File: src/rtl/imem_program_loader_if.sv
// Byte-stream input and instruction-memory write port used by the program loader.
//   in_valid/in_byte/in_ready : byte stream with valid/ready handshake
//   mem_rd/mem_wn             : memory read / write enables
//   mem_address               : word address
//   mem_write_data            : instruction word to write
// master = the loader (consumes the stream, drives the memory port)
// slave  = the byte source plus the memory it writes
interface imem_program_loader_if #(
  parameter int ADDR_WIDTH = 16,
  parameter int DATA_WIDTH = 24
);
  logic                  in_valid;
  logic [7:0]            in_byte;
  logic                  in_ready;
  logic                  mem_rd;
  logic                  mem_wn;
  logic [ADDR_WIDTH-1:0] mem_address;
  logic [DATA_WIDTH-1:0] mem_write_data;

  modport master (
    input  in_valid, in_byte,
    output in_ready, mem_rd, mem_wn, mem_address, mem_write_data
  );

  modport slave (
    output in_valid, in_byte,
    input  in_ready, mem_rd, mem_wn, mem_address, mem_write_data
  );
endinterface

File: src/rtl/imem_program_loader.sv
// Instruction-memory program loader.
// Parses a byte stream of the form
//   len[15:8] len[7:0] | w[23:16] w[15:8] w[7:0] (x len) | xor of all data bytes
// and writes each word to consecutive addresses from 0.
// Ports:
//   clk, rst_n     : clock, asynchronous active-low reset
//   start          : one-cycle pulse, begins a load when not busy
//   bus (master)   : byte stream in, memory write port out
//   busy           : load in progress, memory-port mux select
//   done / error   : sticky completion / failure flags, cleared by start
//   words_written  : number of words written in the current/last load
//
// state  | meaning
// IDLE   | waiting for start
// LEN_HI | take length high byte
// LEN_LO | take length low byte, range check
// B0..B2 | take word bytes, MSB first
// WRITE  | one-cycle memory write strobe
// CHK    | take checksum byte and compare
// DONE   | load finished with good checksum
// ERR    | length overflow or checksum mismatch
module imem_program_loader #(
  parameter int ADDR_WIDTH = 16,
  parameter int DATA_WIDTH = 24,
  parameter int MEM_DEPTH  = 2048
) (
  input  logic                  clk,
  input  logic                  rst_n,
  input  logic                  start,
  imem_program_loader_if.master bus,
  output logic                  busy,
  output logic                  done,
  output logic                  error,
  output logic [ADDR_WIDTH-1:0] words_written
);

  typedef enum logic [3:0] {
    IDLE, LEN_HI, LEN_LO, B0, B1, B2, WRITE, CHK, DONE, ERR
  } state_t;

  localparam logic [16:0] LEN_MAX = 17'(MEM_DEPTH);

  state_t                state;
  logic [7:0]            len_hi;
  logic [ADDR_WIDTH-1:0] len;
  logic [7:0]            chk;
  logic [7:0]            w_hi;
  logic [7:0]            w_mid;
  logic                  accept;
  logic [15:0]           len_next;
  logic [ADDR_WIDTH-1:0] ww_next;

  // in_ready is a pure decode of the state register, never of in_valid.
  assign bus.in_ready = (state == LEN_HI) || (state == LEN_LO) || (state == B0) ||
                        (state == B1) || (state == B2) || (state == CHK);
  assign busy         = (state != IDLE) && (state != DONE) && (state != ERR);
  assign bus.mem_rd   = 1'b0;

  assign accept   = bus.in_valid && bus.in_ready;
  assign len_next = {len_hi, bus.in_byte};
  assign ww_next  = words_written + ADDR_WIDTH'(1);

  always_ff @(posedge clk or negedge rst_n) begin
    if (!rst_n) begin
      state              <= IDLE;
      len_hi             <= '0;
      len                <= '0;
      chk                <= '0;
      w_hi               <= '0;
      w_mid              <= '0;
      bus.mem_wn         <= 1'b0;
      bus.mem_address    <= '0;
      bus.mem_write_data <= '0;
      done               <= 1'b0;
      error              <= 1'b0;
      words_written      <= '0;
    end else begin
      case (state)
        IDLE, DONE, ERR: begin
          if (start) begin
            state           <= LEN_HI;
            done            <= 1'b0;
            error           <= 1'b0;
            words_written   <= '0;
            bus.mem_address <= '0;
            chk             <= '0;
          end else begin
            state <= IDLE;
          end
        end
        LEN_HI: begin
          if (accept) begin
            len_hi <= bus.in_byte;
            state  <= LEN_LO;
          end
        end
        LEN_LO: begin
          if (accept) begin
            len <= ADDR_WIDTH'(len_next);
            if ({1'b0, len_next} > LEN_MAX) begin
              error <= 1'b1;
              state <= ERR;
            end else if (len_next == 16'd0) begin
              state <= CHK;
            end else begin
              state <= B0;
            end
          end
        end
        B0: begin
          if (accept) begin
            w_hi  <= bus.in_byte;
            chk   <= chk ^ bus.in_byte;
            state <= B1;
          end
        end
        B1: begin
          if (accept) begin
            w_mid <= bus.in_byte;
            chk   <= chk ^ bus.in_byte;
            state <= B2;
          end
        end
        B2: begin
          if (accept) begin
            bus.mem_write_data <= DATA_WIDTH'({w_hi, w_mid, bus.in_byte});
            bus.mem_wn         <= 1'b1;
            chk                <= chk ^ bus.in_byte;
            state              <= WRITE;
          end
        end
        WRITE: begin
          bus.mem_wn    <= 1'b0;
          words_written <= ww_next;
          // The address holds on the final word so it never leaves the memory range.
          if (ww_next == len) begin
            state <= CHK;
          end else begin
            bus.mem_address <= bus.mem_address + ADDR_WIDTH'(1);
            state           <= B0;
          end
        end
        CHK: begin
          if (accept) begin
            if (bus.in_byte == chk) begin
              done  <= 1'b1;
              state <= DONE;
            end else begin
              error <= 1'b1;
              state <= ERR;
            end
          end
        end
        default: state <= IDLE;
      endcase
    end
  end

endmodule

File: src/flat_wrapper.sv
// flat-port wrapper written by rule: the top's interface ports become plain ports
module imem_program_loader_flat 
#(
  parameter int ADDR_WIDTH = 16,
  parameter int DATA_WIDTH = 24,
  parameter int MEM_DEPTH  = 2048
)
  (clk, rst_n, start, busy, done, error, words_written, bus_in_valid, bus_in_byte, bus_in_ready, bus_mem_rd, bus_mem_wn, bus_mem_address, bus_mem_write_data);
  imem_program_loader_if #(.ADDR_WIDTH(ADDR_WIDTH), .DATA_WIDTH(DATA_WIDTH)) bus_i ();
  input  logic clk;
  input  logic rst_n;
  input  logic start;
  output logic busy;
  output logic done;
  output logic error;
  output logic [ADDR_WIDTH-1:0] words_written;
  input wire logic [$bits(bus_i.in_valid)-1:0] bus_in_valid;
  input wire logic [$bits(bus_i.in_byte)-1:0] bus_in_byte;
  output wire logic [$bits(bus_i.in_ready)-1:0] bus_in_ready;
  output wire logic [$bits(bus_i.mem_rd)-1:0] bus_mem_rd;
  output wire logic [$bits(bus_i.mem_wn)-1:0] bus_mem_wn;
  output wire logic [$bits(bus_i.mem_address)-1:0] bus_mem_address;
  output wire logic [$bits(bus_i.mem_write_data)-1:0] bus_mem_write_data;
  assign bus_i.in_valid = bus_in_valid;
  assign bus_i.in_byte = bus_in_byte;
  assign bus_in_ready = bus_i.in_ready;
  assign bus_mem_rd = bus_i.mem_rd;
  assign bus_mem_wn = bus_i.mem_wn;
  assign bus_mem_address = bus_i.mem_address;
  assign bus_mem_write_data = bus_i.mem_write_data;
  imem_program_loader #(.ADDR_WIDTH(ADDR_WIDTH), .DATA_WIDTH(DATA_WIDTH), .MEM_DEPTH(MEM_DEPTH)) u_core (.clk(clk), .rst_n(rst_n), .start(start), .bus(bus_i), .busy(busy), .done(done), .error(error), .words_written(words_written));
endmodule
File: config.mk
export PLATFORM = sky130hd
export DESIGN_NAME = imem_program_loader_flat
export DESIGN_NICKNAME = d
export VERILOG_FILES = /design/src/rtl/imem_program_loader_if.sv /design/src/rtl/imem_program_loader.sv /design/src/flat_wrapper.sv
export SDC_FILE = /design/constraint.sdc
export NUM_CORES = 1
export LEC_CHECK = 0
export ABC_CLOCK_PERIOD_IN_PS = 3230
export BUFFER_PORTS_ARGS = -buffer_cell sky130_fd_sc_hd__clkbuf_2
export CORE_MARGIN = 2
export CORE_UTILIZATION = 58
export CTS_CLUSTER_DIAMETER = 120
export CTS_CLUSTER_SIZE = 16
export DETAILED_ROUTE_END_ITERATION = 8
export PLACE_DENSITY = 0.92
export SETUP_SLACK_MARGIN = 0.05
export SLEW_MARGIN = 20
export SYNTH_ARGS = -nofsm -noshare
export SYNTH_HDL_FRONTEND = slang
export SYNTH_SLANG_ARGS = --single-unit
File: constraint.sdc
create_clock -name clk -period 3.23 [get_ports clk]
set_input_delay 0.1615 -clock clk [delete_from_list [all_inputs] [get_ports clk]]
set_output_delay 0.1615 -clock clk [all_outputs]
set_load 0.005 [all_outputs]
==> Word-level counts from Yosys, hierarchy flattened <==
Cells that the tools add are included.
{ "op_classes": {"n_addsub": 2, "n_lt_le_gt_ge": 1, "eq_ne": 25, "muxes": 30, "n_bitwise": 1, "reduce_logical": 30} }
{ "op_table": {"columns": ["cell", "n"], "rows": [
  ["16-bit one-hot mux with 2 select lines", 2],
  ["16-bit by 1-bit adder with 16-bit output (second input constant)", 2],
  ["16-bit two-way mux", 2],
  ["4-bit one-hot mux with 8 select lines", 1],
  ["4-bit two-way mux", 7],
  ["16-bit == test", 1],
  ["4-bit by 3-bit == test with 1-bit output (second input constant)", 4],
  ["16-bit by 12-bit greater-than comparator with 1-bit output (second input constant)", 1],
  ["16-bit zero test", 1],
  ["8-bit two-way mux", 2],
  ["8-bit one-hot mux with 2 select lines", 1],
  ["2-bit by 1-bit != test with 1-bit output (second input constant)", 7],
  ["2-bit AND reduction", 7],
  ["6-bit AND reduction", 2],
  ["1-bit two-way mux", 10],
  ["2-bit != test (second input constant)", 5],
  ["4-bit by 2-bit == test with 1-bit output (second input constant)", 2],
  ["4-bit == test (second input constant)", 2],
  ["8-bit == test", 1],
  ["4-bit != test (second input constant)", 2],
  ["2-bit nonzero test", 4],
  ["8-bit XOR", 1],
  ["3-bit two-way mux", 2],
  ["3-bit AND reduction", 2],
  ["other kinds (10)", 18]
]} }
{ "totals": {"regBits": 111, "input_bits": 12, "out_inout_bits": 62, "elab_cells": 101} }

==> Depth between registers and ports, before layout <==
Gate-level depths: netlist of the first run.
{ "logic_depth": {"ltp_word": 9, "depth_mapped": 11, "depth_no_buf": 8} }

==> Worst setup path before layout of the first run <==
OpenSTA, ideal clock, no wires.
{ "synth_path": {"path_kind": "register -> register", "start": "register u_core.words_written[2]", "end": "register u_core.bus.mem_address[12]", "setup_time_ps": 125, "arrival_time_ps": 2453, "required_time_ps": 3105, "setup_slack_ps": 653, "stages_incl_launch_ff": 10, "path_buffers": 2, "period_less_slack_ps": 2577, "path_cell_list": "dfrtp_1 -> clkbuf_1 -> nand3_1 -> or4_1 -> a32oi_1 -> a21boi_2 -> and4b_1 -> buf_6 -> nor4_1 -> mux2_2"} }
{ "synth_between": {"elab_chain_len": 4} }
{ "synth_lines": {"columns": ["item", "line", "text"], "rows": [
  ["start, declared", "imem_program_loader.sv:34", "output logic [ADDR_WIDTH-1:0] words_written"],
  ["start signal, assigned", "imem_program_loader.sv:134", "words_written <= ww_next;"],
  ["16-bit by 1-bit adder with 16-bit output", "imem_program_loader.sv:61", "assign ww_next = words_written + ADDR_WIDTH'(1);"],
  ["16-bit == test", "imem_program_loader.sv:136", "if (ww_next == len) begin"],
  ["2-bit != test (no source line)", null, null],
  ["3-bit AND reduction (no source line)", null, null],
  ["end signal, assigned", "imem_program_loader.sv:139", "bus.mem_address <= bus.mem_address + ADDR_WIDTH'(1);"],
  ["end, declared", "imem_program_loader_if.sv:22", "output in_ready, mem_rd, mem_wn, mem_address, mem_write_data"]
]} }
Every way passes these cells.
A chain may end at the register's enable or synchronous reset.

==> Worst setup path in the final report of the first run <==
{ "layout_path": {"start": "register u_core.words_written[5]", "end": "register u_core.bus.mem_address[3]"} }
Same word-level chain as after synthesis.

==> results of run 1 <==
synth_stat cells, drive strengths merged, types with 2 or more instances:
cell       n
a211oi     2
a21oi     15
a22o       2
a31oi      3
and2       5
and3       4
and4       2
and4b      2
buf        8
clkbuf    26
dfrtp    111
ha         2
inv       15
mux2      66
mux2i      6
nand2     44
nand2b    15
nand3     16
nand4     11
nor2      40
nor2b      2
nor3      12
nor4      13
nor4b      2
o2111ai    2
o211ai     3
o21ai     44
o22ai      3
o311ai     3
o31ai     10
o41ai      3
or2        2
or3        3
or4        7
xnor2     13
xor2       7
cell type report:
| type | instances | area (µm²) | area share, % |
|---|---|---|---|
| sequential | 111 | 2780 | 44.1 |
| multi-input combinational | 376 | 2630 | 41.8 |
| timing repair buffer | 87 | 490 | 7.79 |
| clock buffer | 9 | 124 | 1.97 |
| tap | 129 | 161 | 2.56 |
| clock inverter | 7 | 56.3 | 0.894 |
| inverter | 15 | 56.3 | 0.894 |
sequential cells by signal (all words and copies together) (netlist names):
register and flops:
u_core.bus.mem_address 16, u_core.bus.mem_wn 1, u_core.bus.mem_write_data 24, u_core.chk 8
u_core.done 1, u_core.error 1, u_core.len 16, u_core.len_hi 8
u_core.state 4, u_core.w_hi 8, u_core.w_mid 8, u_core.words_written 16
kinds of logic after synthesis:
family | after synthesis | synth area share, %
xor gates and xnor gates | 20 | 3.14
buffers and inverters | 49 | 3.74
muxes | 72 | 14.4
DFF | 111 | 49.7
other | 1 | 0.0671
AOI/OAI and AO/OA | 99 | 11.0
adders and majority gates | 2 | 0.448
and+or+nand+nor | 182 | 17.5
metal layers:
metal / vias up / share of wire (%)
met2: 204 / 48
met4: 0 / 3.1
met5: - / 0
li1: 2054 / -
met3: 34 / 6.7
met1: 2193 / 42
repair_timing:
| item | in CTS | in global routing |
|---|---|---|
| hold buffers | 1 | 0 |
| hold endpoints to repair | 71 | 0 |
| resized for setup | 0 | 5 |
| buffers inserted | 0 | 0 |
| endpoints found under the setup margin | 0 | 16 |
worst max-delay path, stage by stage, from the launching register on:
cell      delay, ns
dfrtp_1        0.53
nand4_4        0.26
or4_1          0.54
a32oi_1        0.20
a21boi_2       0.17
and4b_2        0.32
buf_4          0.22
or4_1          0.48
a21oi_1        0.16
metrics by stage:
step | setup WS, ns | power (W) | util (%)
finish | 0.266 | 0.00501 | 67.8
global route | 0.0723 | 0.00534 | 67.8
floorplan | 0.653 | 0.00356 | -
CTS | 0.0890 | 0.00502 | 67.5
detailed placement | 0.103 | 0.00424 | 65.5
global placement | 0.347 | 0.00411 | 65.5
cell usage in the layout (no fill, tap or decap), types with 3 or more instances in the layout:
cell type	n
or3_1	3
o211ai_1	3
o21ai_0	44
buf_4	14
or4_1	7
and3_1	4
xnor2_1	13
o31ai_1	10
xor2_1	7
nand2_1	43
nand3_1	16
o41ai_1	3
clkbuf_8	9
nor3_1	10
mux2i_1	6
o22ai_1	3
mux2_2	66
clkinv_4	3
inv_1	15
o311ai_0	3
clkbuf_2	71
nand4_1	9
a21oi_1	15
dfrtp_1	111
a31oi_1	3
nor2_1	40
nand2b_1	15
nor4_1	10
and2_1	4
worst max-delay path by stage:
stage / from / to / slack [ns] / cells past startpoint
3_5_place_dp: u_core.words_written[0] / u_core.state[2] / 0.10 / 9
3_3_place_gp: u_core.words_written[0] / u_core.bus.mem_address[11] / 0.35 / 9
2_1_floorplan: u_core.words_written[2] / u_core.bus.mem_address[12] / 0.65 / 9
5_1_grt: u_core.words_written[8] / u_core.bus.mem_address[4] / 0.07 / 8
6_report: u_core.words_written[5] / u_core.bus.mem_address[3] / 0.27 / 8
4_1_cts: u_core.words_written[0] / u_core.state[2] / 0.09 / 9
where the power goes:
group          internal [W]  leakage (nW)  total [W]  switching (W)
clock network      0.000291        0.0955   0.000771       0.000480
registers           0.00192          1.41    0.00238       0.000466
logic              0.000944          1.33    0.00186       0.000913
==> flow_summary.toml, run 1 <==
[setup_path]
worst_setup_path_start_kind = "flip-flop"
timing.rr.end = "u_core.bus.mem_address[3]"
ff2ff_setup_slack_ns = 0.27
ff2ff_path_depth = 8
path_class = "flip-flop to flip-flop"
cp_max_fo = 18
cp.required_ns = 3.52
r2r_start = "u_core.words_written[5]"
cp.arrival_ns = 3.25
cp-end-kind = "flip-flop"

[hold_path]
holdCritPathClass = "primary input to flip-flop"
holdPathStages = 3
holdCritStartpoint = "bus_in_valid"
whs_endpoint = "u_core.state[2]"

[run]
maxCapViolCount = 0

[synthesis]
ys_warn_count = 0
synthDistinctLibCells = 55
synthFlopType = "dfrtp_1"
synth-seq-area-share_pct = 49.7
synthesis.area_mm2 = 0.00559
syn_inst = 536
syn_nets = 550
synth_top_cell_area_share_pct = 49.7
synth_edf_count = 0
synth.area.top_cells = "dfrtp_1 (50%), mux2_2 (13%), o21ai_0 (3.9%), nand2_1 (3.0%), nor2_1 (2.7%)"
synth.avg_cell_area_um2 = 10.4
ys_async_sr_fraction_pct = 100
synth_area_leader_cell = "dfrtp_1"
ys_ff_latch = 111

[detailed_routing]
viasPerCell = 6.11
wl_per_cell_um = 17.4
dr.first_iter.drc_count = 268
vias = 4485
drc = 0
ant_nets = 0
firstDrtPassIters = 5
wl_um = 12800

[power]
p_leak_nw = 2.83
powerDensity_mw_per_mm2 = 796
irDropWorstVdd_v = 0.000449

[sta]
relSlewSlack_pct = 40.8
max_clock_freq_mhz = 337
worst_pin_slew_ns = 0.888
finalHoldWorstSlack_ns = 0.140
setup_tns_ns = 0
setup_viol = 0
worst_clock_skew_ns = 0.00927
min_period_over_period_pct = 91.8
final_max_slew_viol_count = 0
rsz0062_at_grt = "no"
fin_crit_ns = 2.96
hold_viol = 0

[floorplanning]
num_rows = 35
io_pins = 74
core_area_mm2 = 0.00928
dieArea_mm2 = 0.0104
die_h_um = 102
die_w_um = 102
initial_core_util_pct = 60.2

[global_routing]
overflow = 0
grt_max_degree = 73
first_global_vias = 4376
grt_use_met3_pct = 4.31
grt_pass1_wl_um = 21000
grt_usage_pct = 25.7
use_met2_pct = 40.1
antenna_found_initial = 0
met1_usage_pct = 35.2
top_usage_layer = "met2"

[finish]
finalNonFillerCells = 734
nets = 614
syn_to_final_growth_pct = 12.7
n_antenna_cell = 0
nFillCells = 684
stdcell_area_mm2 = 0.00630
drive_gt1_share_pct = 30.1

[clock_network]
worstSkewPairLatency_ns = 0.36
path_clk_slew_ns = 0.11
cts_tree = "built"
h-tree-depth = 3
cts_max_path_buffers = 2
cts_buffers = 9
cts-root-buf = "clkbuf_8"
clock_sinks = 111

[placement]
gp_congestion = 0.949
numPortBuffers = 72
dp_hpwl_um = 9060
placed_area_mm2 = 0.00608
dp_cells = 717

[outcome]
outcome = "finished clean"
Power figures use the tool's default switching activity.
==> run 2: changes to the inputs <==
--- a/config.mk
+++ b/config.mk
@@ -5,14 +5,14 @@
 export SDC_FILE = /design/constraint.sdc
 export NUM_CORES = 1
 export LEC_CHECK = 0
-export ABC_CLOCK_PERIOD_IN_PS = 3230
+export ABC_CLOCK_PERIOD_IN_PS = 2400
 export BUFFER_PORTS_ARGS = -buffer_cell sky130_fd_sc_hd__clkbuf_2
 export CORE_MARGIN = 2
-export CORE_UTILIZATION = 58
+export CORE_UTILIZATION = 52
 export CTS_CLUSTER_DIAMETER = 120
 export CTS_CLUSTER_SIZE = 16
 export DETAILED_ROUTE_END_ITERATION = 8
-export PLACE_DENSITY = 0.92
+export PLACE_DENSITY = 0.88
 export SETUP_SLACK_MARGIN = 0.05
 export SLEW_MARGIN = 20
 export SYNTH_ARGS = -nofsm -noshare
==> constraint.sdc (replaced) <==
create_clock -name clk -period 2.4 [get_ports clk]
set_input_delay 0.12 -clock clk [delete_from_list [all_inputs] [get_ports clk]]
set_output_delay 0.12 -clock clk [all_outputs]
set_load 0.005 [all_outputs]
==> run 2 against run 1 <==
Worst hold slack got worse by 0.083 ns. Critical path depth increased by 3. Register-to-register slack got worse by 0.42 ns. Largest cell class is now multi-input combinational cells. Global-route usage decreased by 0.67 points. Critical endpoint is now u_core.bus.mem_address[12]. Via count increased by 4.7%. Non-clock buffer count increased by 59. The flow now finishes with violations (setup timing).
==> flow_summary.toml, run 2 (synthesis results as in run 1) <==
[outcome]
outcome = "finished with violations"
violations = "setup timing"

[setup_path]
cp.arrival_ns = 2.84
critPathMostFrequentCell = "buf_4"
critPathMaxStageDelay_ns = 0.45
path_cells = "nand4_4 -> buf_4 -> buf_4 -> nor4_1 -> a211oi_1 -> a2111oi_2 -> and4b_1 -> buf_6 -> buf_4 -> nor4_4 -> mux2_2"
path_buf_inv = 4
path_class = "flip-flop to flip-flop"
ff2ff_setup_slack_ns = -0.16
worst_setup_path_start_kind = "flip-flop"
cpLargestDelayFamily = "simple AND/OR/NAND/NOR gates"
cp-end-kind = "flip-flop"
cp_max_fo = 9
slowest_stage = "dfrtp_1"
cp.required_ns = 2.68

[placement]
gp_congestion = 0.885
numPortBuffers = 72
placed_area_mm2 = 0.00653
dp_hpwl_um = 9710

[floorplanning]
core_area_mm2 = 0.0104
die_w_um = 108
initial_core_util_pct = 53.9
num_rows = 37
die_h_um = 108
io_pins = 74
dieArea_mm2 = 0.0116

[finish]
stdcell_area_mm2 = 0.00697
nFillCells = 799
largest_register = "u_core.bus.mem_write_data"
syn_to_final_growth_pct = 24.8
layout_common_cells = "dfrtp_1 (103), clkbuf_2 (71), buf_4 (68)"
n_antenna_cell = 0
layout_commonest_cell = "dfrtp_1"
multi_input_area_mm2 = 0.00280
drive_gt1_share_pct = 40.2
largest_reg_flops = 24
nets = 673
final_util_pct = 67.2
seq_area_mm2 = 0.00279

[sta]
rsz0062_at_grt = "yes"
max_clock_freq_mhz = 391
setup_viol = 17
finalHoldWorstSlack_ns = 0.0573
fin_ws_ns = -0.155
fin_crit_ns = 2.56
min_period_over_period_pct = 106
worst_clock_skew_ns = 0.0199
hold_viol = 0
relSlewSlack_pct = 52.2
final_max_slew_viol_count = 0
worst_pin_slew_ns = 0.706

[global_routing]
grt_pass1_wl_um = 23100
overflow = 0
first_global_vias = 4731
grt_usage_pct = 25.0
grt_max_degree = 71
antenna_found_initial = 0

[detailed_routing]
vias = 4695
firstDrtPassIters = 5
wl_um = 14000
ant_nets = 0
dr.first_iter.drc_count = 296
drc = 0
viasPerCell = 5.87
wl_per_cell_um = 17.5

[clock_network]
path_clk_slew_ns = 0.13
cts_tree = "built"
h-tree-depth = 3
cts-root-buf = "clkbuf_8"
worstSkewPairLatency_ns = 0.38
cts_max_path_buffers = 2
cts_buffers = 9
clock_sinks = 111

[power]
p_leak_nw = 3.18
power_w = 0.00713
powerDensity_mw_per_mm2 = 1020
irDropWorstVdd_v = 0.000701

[run]
maxCapViolCount = 0

[hold_path]
holdCritPathClass = "primary input to flip-flop"
run 2: cell types whose count changed in the layout (fill, tap and decap cells not counted), moves of 4 or more:
cell | previous run | this run
buf_4 | 14 | 68
dfrtp_1 | 111 | 103
dfrtp_2 | 0 | 8
or4_1 | 7 | 2
or4_4 | 0 | 5
buf_6 | 0 | 4
run 2: through the flow:
step / cells / setup WS, ns / TNS, ns
after CTS: 799 / -0.155 / -1.32
after global routing: 800 / -0.273 / -3.36
after detailed placement: 774 / -0.273 / -3.66
after global placement: 774 / -0.183 / -1.94
after floorplan: 536 / -0.0354 / -0.0468
final: 800 / -0.155 / -1.45
run 2: layout make-up:
class | count | share of cell area [%]
multi-input cells | 376 | 40.1
clock buffers | 9 | 1.78
inverters | 15 | 0.807
repair buffers | 146 | 13.6
flip-flops and latches | 111 | 40.0
well taps | 136 | 2.44
clock inverters | 7 | 1.35
run 2: worst reg2reg max path, stage by stage (launching register included):
cell,delay (ns)
dfrtp_1,0.45
nand4_4,0.15
buf_4,0.16
buf_4,0.13
nor4_1,0.32
a211oi_1,0.12
a2111oi_2,0.26
and4b_1,0.27
buf_6,0.15
buf_4,0.13
nor4_4,0.03
mux2_2,0.29
run 2: what timing repair did:
action / 4_1_cts / 5_1_grt
resized for setup: 23 / 8
hold buffers: 1 / 0
gates cloned: 1 / 0
buffers inserted: 7 / 1
setup endpoints to repair: 17 / 17
hold endpoints to repair: 41 / 0
pin swaps: 8 / 1
run 2: final timing paths:
| kind | from | end | cells past startpoint |
|---|---|---|---|
| worst min-delay path | bus_in_valid | u_core.state[2] | 3 |
| max in group asynchronous | rst_n | u_core.words_written[9] | 3 |
| worst min register to register | u_core.w_mid[4] | u_core.bus.mem_write_data[12] | 1 |
| min in group asynchronous | rst_n | u_core.bus.mem_write_data[20] | 2 |
| worst max-delay path | u_core.words_written[4] | u_core.bus.mem_address[12] | 11 |
| worst max register to register | u_core.words_written[4] | u_core.bus.mem_address[12] | 11 |
run 2: report_power, final:
part	switching (W)	internal, W
Combinational	0.00140	0.00142
Clock	0.000756	0.000434
Sequential	0.000532	0.00258
run 2: routing by layer:
layer | wire (µm) | up-vias | track usage (%)
li1 | - | 2184 | -
met1 | 6050 | 2302 | 33.7
met2 | 6940 | 188 | 41.8
met3 | 838 | 21 | 4.18
met4 | 193 | 0 | 7.23
met5 | 0 | - | 0
==> run 3: changes to the inputs <==
--- a/config.mk
+++ b/config.mk
@@ -5,14 +5,14 @@
 export SDC_FILE = /design/constraint.sdc
 export NUM_CORES = 1
 export LEC_CHECK = 0
-export ABC_CLOCK_PERIOD_IN_PS = 2400
+export ABC_CLOCK_PERIOD_IN_PS = 3100
 export BUFFER_PORTS_ARGS = -buffer_cell sky130_fd_sc_hd__clkbuf_2
 export CORE_MARGIN = 2
-export CORE_UTILIZATION = 52
+export CORE_UTILIZATION = 62
 export CTS_CLUSTER_DIAMETER = 120
 export CTS_CLUSTER_SIZE = 16
 export DETAILED_ROUTE_END_ITERATION = 8
-export PLACE_DENSITY = 0.88
+export PLACE_DENSITY = 0.95
 export SETUP_SLACK_MARGIN = 0.05
 export SLEW_MARGIN = 20
 export SYNTH_ARGS = -nofsm -noshare
==> constraint.sdc (replaced) <==
create_clock -name clk -period 3.1 [get_ports clk]
set_input_delay 0.155 -clock clk [delete_from_list [all_inputs] [get_ports clk]]
set_output_delay 0.155 -clock clk [all_outputs]
set_load 0.005 [all_outputs]
==> run 3 against run 2 <==
The flow now finishes without violations. Worst hold slack better by 0.066 ns. Utilization up 5.0 points. Sequential power down 19%. Largest cell class is now registers. Largest power group unchanged.
==> flow_summary.toml, run 3 (synthesis results as in run 1) <==
[run]
maxCapViolCount = 0

[power]
powerDensity_mw_per_mm2 = 845
comb_power_share_pct = 37.0
swShare_pct = 37.9
irDropWorstVdd_v = 0.000502
p_int_w = 0.00331
clkPwrFrac_pct = 15.9
seq_power_share_pct = 47.1
p_leak_nw = 2.81
p_sw_w = 0.00201

[sta]
rsz0062_at_grt = "no"
worst_pin_slew_ns = 0.809
relSlewSlack_pct = 46.1
setup_tns_ns = 0
final_max_slew_viol_count = 0
fin_crit_ns = 2.82
max_clock_freq_mhz = 355
worst_clock_skew_ns = 0.0126
hold_viol = 0
min_period_over_period_pct = 90.9
setup_viol = 0

[finish]
nFillCells = 627
nets = 616
n_antenna_cell = 0
largest_register = "u_core.bus.mem_write_data"
largest_reg_flops = 24
final_util_pct = 72.2
layout_commonest_cell = "dfrtp_1"
layout_common_cells = "dfrtp_1 (110), clkbuf_2 (71), mux2_2 (66)"
syn_to_final_growth_pct = 12.7
stdcell_area_mm2 = 0.00630
finalNonFillerCells = 715
drive_gt1_share_pct = 30.5

[placement]
numPortBuffers = 72
dp_cells = 698
gp_congestion = 0.940
dp_hpwl_um = 9640
placed_area_mm2 = 0.00608

[clock_network]
cts-root-buf = "clkbuf_8"
cts_max_path_buffers = 2
cts_buffers = 9
cts_tree = "built"
path_clk_slew_ns = 0.12
worstSkewPairLatency_ns = 0.38
clock_sinks = 111
h-tree-depth = 3

[detailed_routing]
drc = 0
viasPerCell = 6.26
firstDrtPassIters = 6
vias = 4479
dr.first_iter.drc_count = 367
wl_per_cell_um = 18.7
ant_nets = 0
wl_um = 13400

[setup_path]
cp.required_ns = 3.40
path_class = "flip-flop to flip-flop"
cp_max_fo = 20
cp-end-kind = "flip-flop"
cp.arrival_ns = 3.12
worst_setup_path_start_kind = "flip-flop"
ff2ff_path_depth = 8

[floorplanning]
initial_core_util_pct = 64.1
io_pins = 74
die_h_um = 98.9
core_area_mm2 = 0.00872
num_rows = 34
die_w_um = 98.9
dieArea_mm2 = 0.00979

[global_routing]
first_global_vias = 4399
overflow = 0
grt_max_degree = 64
grt_usage_pct = 28.0
antenna_found_initial = 0
grt_pass1_wl_um = 21800

[hold_path]
holdCritPathClass = "primary input to flip-flop"
holdPathStages = 3

[outcome]
outcome = "finished clean"
run 3: power groups by stage:
stage / Clock, W / Combinational, W / Sequential, W
6_report: 0.000846 / 0.00197 / 0.00251
5_1_grt: 0.000907 / 0.00216 / 0.00257
4_1_cts: 0.000857 / 0.00197 / 0.00249
3_5_place_dp: 0 / 0.00195 / 0.00252
3_3_place_gp: 0 / 0.00185 / 0.00245
2_1_floorplan: 0 / 0.00136 / 0.00235
run 3: worst max-delay path, cell delays in order, from the launching register on:
cell and delay (ns):
dfrtp_1 0.52, nand4_4 0.24, or4_1 0.51, a32oi_1 0.19, a21boi_2 0.16, and4b_2 0.31
buf_12 0.18, or4_1 0.47, a21oi_1 0.15
run 3: repair_timing:
action                                 4_1_cts  5_1_grt
endpoints found under the hold margin       62        0
setup buffers                                0        0
gates resized for setup                      0        5
setup endpoints to repair                    0       17
hold buffers                                 1        0
run 3: worst paths after layout:
check,slack (ns),to,startpoint
worst max-delay path,0.28,u_core.bus.mem_address[5],u_core.words_written[4]
worst min-delay path,0.12,u_core.state[2],bus_in_valid
worst max register to register,0.28,u_core.bus.mem_address[5],u_core.words_written[4]
worst min register to register,0.52,u_core.w_hi[7],u_core.w_hi[7]
max in group asynchronous,1.94,u_core.len[3],rst_n
min in group asynchronous,0.39,u_core.words_written[5],rst_n
run 3: cell type report:
type	instances	area, µm²	area share, %
Clock buffer	10	128	2.03
Clock inverter	6	62.6	0.994
Inverter	15	56.3	0.894
Multi-Input combinational cell	376	2620	41.6
Sequential cell	111	2780	44.1
Tap cell	108	135	2.15
Timing Repair Buffer	89	518	8.23
run 3: per-layer routing:
layer  track usage [%]  routed length [µm]  vias to the layer above
met4              10.9                 269                        0
met3              4.11                 914                       28
li1                  -                   -                     2071
met2              45.5                6550                      191
met1              38.5                5650                     2189
met5                 0                   0                        -
run 3: metrics by stage:
| step | worst slack (ns) | hold WS [ns] | power [W] |
|---|---|---|---|
| after floorplan | 0.523 | -0.141 | 0.00370 |
| after global placement | 0.309 | 0.286 | 0.00431 |
| after detailed placement | 0.145 | 0.298 | 0.00447 |
| after CTS | 0.111 | 0.113 | 0.00531 |
| after global routing | 0.0736 | 0.175 | 0.00563 |
| final | 0.283 | 0.124 | 0.00532 |
